===== src/rtl/dmem_port_arbiter.sv =====
// Shares the data-memory port between the MEM stage and an aux requester.
// Latency: grant in T, mem_en T+1..T+LATENCY, done/rvalid pulse in T+LATENCY+1.
// Backpressure: pipe_stall while a pipe access waits or is in flight; aux_ready on grant.
// Optional aux starvation guard: define DMEM_ARB_STARVE_GUARD_EN.
module dmem_port_arbiter #(
    parameter int LATENCY      = 1,
    parameter int AUX_MAX_WAIT = 8
) (
    input  logic        clk,
    input  logic        rst_n,
    input  logic        pipe_req,
    input  logic        pipe_we,
    input  logic [2:0]  pipe_type,
    input  logic [31:0] pipe_addr,
    input  logic [31:0] pipe_wdata,
    output logic        pipe_stall,
    output logic        pipe_done,
    output logic [31:0] pipe_rdata,
    input  logic        aux_valid,
    output logic        aux_ready,
    input  logic        aux_we,
    input  logic [2:0]  aux_type,
    input  logic [31:0] aux_addr,
    input  logic [31:0] aux_wdata,
    output logic        aux_rvalid,
    output logic [31:0] aux_rdata,
    output logic        mem_en,
    output logic        mem_we,
    output logic [2:0]  mem_type,
    output logic [31:0] mem_addr,
    output logic [31:0] mem_data_out,
    input  logic [31:0] mem_data_in
);

    if (LATENCY < 1 || LATENCY > 15 || AUX_MAX_WAIT < 1 || AUX_MAX_WAIT > 255) begin : g_bad_param
        $error("dmem_port_arbiter: LATENCY must be 1..15 and AUX_MAX_WAIT 1..255");
    end

    localparam logic [3:0] CNT_INIT = 4'(LATENCY - 1);

    typedef enum logic [1:0] {
        IDLE      = 2'd0,
        BUSY_PIPE = 2'd1,
        BUSY_AUX  = 2'd2
    } state_t;

    state_t      state;
    state_t      state_nxt;
    logic [3:0]  cnt;
    logic        pipe_cand;
    logic        aux_win;
    logic        grant_pipe;
    logic        grant_aux;
    logic        last;
    logic        cmd_we;
    logic [2:0]  cmd_type;
    logic [31:0] cmd_addr;
    logic [31:0] cmd_wdata;

    // The instruction leaving in its done cycle must not be granted again.
    assign pipe_cand  = pipe_req & ~pipe_done;
    assign pipe_stall = pipe_cand;
    assign aux_ready  = grant_aux;

`ifdef DMEM_ARB_STARVE_GUARD_EN
    logic [7:0] starve_cnt;

    assign aux_win = aux_valid & (starve_cnt >= 8'(AUX_MAX_WAIT));

    always_ff @(posedge clk or negedge rst_n) begin
        if (!rst_n) begin
            starve_cnt <= 8'd0;
        end else if (grant_aux) begin
            starve_cnt <= 8'd0;
        end else if (aux_valid && starve_cnt != 8'hFF) begin
            starve_cnt <= starve_cnt + 8'd1;
        end
    end
`else
    assign aux_win = 1'b0;
`endif

    always_comb begin
        state_nxt  = state;
        grant_pipe = 1'b0;
        grant_aux  = 1'b0;
        last       = 1'b0;
        case (state)
            IDLE: begin
                if (pipe_cand && !aux_win) begin
                    grant_pipe = 1'b1;
                    state_nxt  = BUSY_PIPE;
                end else if (aux_valid) begin
                    grant_aux  = 1'b1;
                    state_nxt  = BUSY_AUX;
                end
            end
            BUSY_PIPE, BUSY_AUX: begin
                if (cnt == 4'd0) begin
                    last      = 1'b1;
                    state_nxt = IDLE;
                end
            end
            default: state_nxt = IDLE;
        endcase
    end

    always_comb begin
        cmd_we    = grant_aux ? aux_we    : pipe_we;
        cmd_type  = grant_aux ? aux_type  : pipe_type;
        cmd_addr  = grant_aux ? aux_addr  : pipe_addr;
        cmd_wdata = grant_aux ? aux_wdata : pipe_wdata;
    end

    always_ff @(posedge clk or negedge rst_n) begin
        if (!rst_n) begin
            state        <= IDLE;
            cnt          <= 4'd0;
            pipe_done    <= 1'b0;
            aux_rvalid   <= 1'b0;
            pipe_rdata   <= 32'd0;
            aux_rdata    <= 32'd0;
            mem_en       <= 1'b0;
            mem_we       <= 1'b0;
            mem_type     <= 3'd0;
            mem_addr     <= 32'd0;
            mem_data_out <= 32'd0;
        end else begin
            state      <= state_nxt;
            pipe_done  <= last && (state == BUSY_PIPE);
            aux_rvalid <= last && (state == BUSY_AUX);

            if (grant_pipe || grant_aux) begin
                cnt <= CNT_INIT;
            end else if (state != IDLE && cnt != 4'd0) begin
                cnt <= cnt - 4'd1;
            end

            if (grant_pipe || grant_aux) begin
                mem_en       <= 1'b1;
                mem_we       <= cmd_we;
                mem_type     <= cmd_type;
                mem_addr     <= cmd_addr;
                mem_data_out <= cmd_wdata;
            end else if (last) begin
                mem_en <= 1'b0;
                mem_we <= 1'b0;
            end

            // Stores leave the read-data registers untouched.
            if (last && !mem_we) begin
                if (state == BUSY_PIPE) begin
                    pipe_rdata <= mem_data_in;
                end else begin
                    aux_rdata <= mem_data_in;
                end
            end
        end
    end

endmodule

===== config.mk =====
export PLATFORM = sky130hd
export DESIGN_NAME = dmem_port_arbiter
export DESIGN_NICKNAME = d
export VERILOG_FILES = /design/src/rtl/dmem_port_arbiter.sv
export SDC_FILE = /design/constraint.sdc
export NUM_CORES = 1
export LEC_CHECK = 0
export CAP_MARGIN = 5
export CORE_UTILIZATION = 33
export CTS_CLUSTER_DIAMETER = 120
export DETAILED_ROUTE_END_ITERATION = 8
export PLACE_DENSITY = 0.76
export SLEW_MARGIN = 10
export SYNTH_ARGS = -nofsm -noshare
export SYNTH_HDL_FRONTEND = slang
export SYNTH_SLANG_ARGS = --single-unit

===== constraint.sdc =====
create_clock -name clk -period 1.9 [get_ports clk]
set_input_delay 0.38 -clock clk [delete_from_list [all_inputs] [get_ports clk]]
set_output_delay 0.38 -clock clk [all_outputs]
set_load 0.05 [all_outputs]

==> flow_summary.yaml <==
run_status:
  status: "finished clean"
synthesis:
  synthCells: 420
  ys_ff_latch: 141
  synthesis.area_sq_um: 5980
  yosysWarnings: 0
  avgSynthCellArea_sq_um: 14.2
  syn_nets: 597
  ys_seq_area_frac: 0.590
  synth.distinct_cells: 32
global_routing:
  globalRouteTotalUtil: 0.200
  antenna_found_initial: 0
  grt_pass1_vias: 5252
  grt_max_degree: 62
  overflow: 0
  grt_pass1_wl_microns: 27900
critical_path:
  r2r_cells: 6
  worstPathRequired_ns: 2.19
  cp_max_fo: 8
  start_kind: "register"
  max_stage_delay_ns: 0.46
  path_cells: "buf_4 > buf_4 > ha_4 > or3_4 > clkbuf_16 > mux2_4"
  critPathKind: "register to register"
  crit_arrival_ns: 2.18
  cpMostUsedCell: "buf_4"
  critPathSlowestCell: "or3_4"
  worstSetupEndpointType: "register"
cells_and_area:
  final_cell_mix: "clkdlybuf4s50_1 (170), dfrtp_1 (140), dlygate4sd2_1 (80)"
  finalNetCount: 933
  fill_cells: 1407
  num_antenna_cells: 0
  multi_input_area_sq_um: 2300
  area_growth_pct: 69.8
  final_common_cell: "clkdlybuf4s50_1"
  final_layout_size_suffix_gt1_frac: 0.269
  seqCellArea_sq_um: 3530
  layoutNonFillerInstCount: 994
clock_tree:
  clock_latency_ns: 0.42
  cts_tree: "done"
  htreeDepth: 4
  cts_root_buffer: "clkbuf_16"
  cts_sinks: 141
  clk_pin_slew_ns: 0.06
  cts_buffers: 17
  cts.path.max_buffers: 2
timing:
  grt_setup_unrepaired: "true"
  setup_viol: 0
  post-route-period-util: 0.993
  tns_ns: 0
  relSlewSlack: 0.650
  worst_slew_pin_slew_ns: 0.528
  post-route-min-period_ns: 1.89
  fin_worst_skew_ns: 0.00994
  slew_viol_final: 0
  hold_ws_ns: 0.448
  hold_viol: 0
  max_freq_mhz: 530
route:
  remaining_drc_errors: 0
  drt_iter0_drc: 139
  postRouteAntennaNets: 0
  wl_per_cell_microns: 19.2
  dr.pass1.iters: 4
  wl_microns: 19100
  num_vias: 4930
  viasPerCell: 4.96
die:
  start_util: 0.342
  coreArea_sq_um: 17500
  die_h_microns: 137
  ios: 309
  die_w_microns: 137
  rows: 48
  dieArea_sq_um: 18700
power:
  vdd_drop_max_mv: 1.35
  cellLeakagePower_nw: 4.68
  powerDensity_nw_per_um2: 2110
  power.total_mw: 21.4
placed_design:
  dp_hpwl_microns: 13100
  place_congestion: 0.800
  port_buffers: 308
  place_inst: 948
min_path:
  min_path_type: "input pin to asynchronous set/reset pin"
flow_run:
  drv_cap: 0
power breakdown:
| part | leakage, nW | switching, mW | internal, mW |
|---|---|---|---|
| Clock | 0.298 | 1.31 | 2.11 |
| Sequential | 1.70 | 0.870 | 4.49 |
| Combinational | 2.68 | 7.82 | 4.78 |
worst max-delay path: cells and delay by family, from the launching register on:
kind	cells	cell delay [ns]
adders and majority gates	1	0.16
buffers and inverters	3	0.47
DFF	1	0.38
muxes	1	0.30
and+or+nand+nor	1	0.46
per-stage QoR:
step / utilization / setup WS, ns / instance area [sq um]
floorplan: - / 0.0000786 / 5990
global placement: 0.536 / -0.0129 / 9360
detailed placement: 0.536 / -0.0422 / 9360
CTS: 0.573 / -0.0154 / 10000
global route: 0.580 / -0.0446 / 10100
finish: 0.580 / 0.0127 / 10100
flip-flops by register name, summed over array words and instances, names as in the netlist:
signal and count:
cnt 4, mem_data_out 32, pipe_done 1, pipe_rdata 32
state 2, mem_we 1, mem_en 1, aux_rvalid 1
mem_addr 32, mem_type 3, aux_rdata 32
logic make-up after synthesis:
family                     count (synthesis)  share of synthesized area
muxes                                     66                      0.143
DFF                                      141                      0.590
and+or+nand+nor                           88                     0.0917
adders and majority gates                  5                     0.0105
AOI/OAI and AO/OA                         81                      0.128
buffers and inverters                     39                     0.0369
repair_timing:
item,4_1_cts,5_1_grt
endpoints found under the setup margin,145,58
cloned,3,3
hold endpoints to repair,33,0
setup buffers,2,6
pin swaps,1,6
hold buffers,1,0
gates resized for setup,92,7
synthesized netlist by cell type (all sizes together):
library cell / n / area, sq um
dfrtp: 141 / 3530
and2: 69 / 432
a221o: 67 / 671
mux2: 65 / 845
clkbuf: 17 / 63.8
buf: 13 / 123
inv: 9 / 33.8
ha: 5 / 62.6
nand2: 5 / 18.8
o21ai: 4 / 20.0
a21oi: 3 / 15.0
nand2b: 3 / 18.8
or3: 3 / 18.8
o32ai: 2 / 17.5
a211o: 1 / 8.76
a22o: 1 / 8.76
a22oi: 1 / 7.51
and3: 1 / 6.26
and3b: 1 / 8.76
and4bb: 1 / 12.5
mux2i: 1 / 10.0
nand3: 1 / 5.00
nand4bb: 1 / 11.3
nor2: 1 / 3.75
nor3: 1 / 5.00
nor3b: 1 / 7.51
o21a: 1 / 7.51
o22ai: 1 / 6.26
metal layers:
metal,vias up,wire (microns),share of wire,global-route usage
met2,233,9750,0.51,0.347
met1,2447,7440,0.39,0.228
met4,0,392,0.021,0.0753
met5,-,0,0,0
li1,2227,-,-,-
met3,23,1510,0.079,0.0622
cell type report:
| type | instances | share of cell area |
|---|---|---|
| tap | 225 | 0.0278 |
| sequential | 141 | 0.348 |
| timing repair buffer | 347 | 0.334 |
| multi-input combinational | 240 | 0.227 |
| clock buffer | 19 | 0.0437 |
| inverter | 9 | 0.00370 |
| clock inverter | 13 | 0.0159 |
worst paths after layout:
check,startpoint,end,slack (ns)
max,state[0],aux_rdata[23],0.01
min,rst_n,aux_rdata[25],0.45
max reg2reg,state[0],aux_rdata[23],0.01
min reg2reg,mem_en,mem_en,0.47
max in group asynchronous,rst_n,state[0],0.87
min in group clk,mem_en,mem_en,0.47
(Power assumes the default switching activity.)
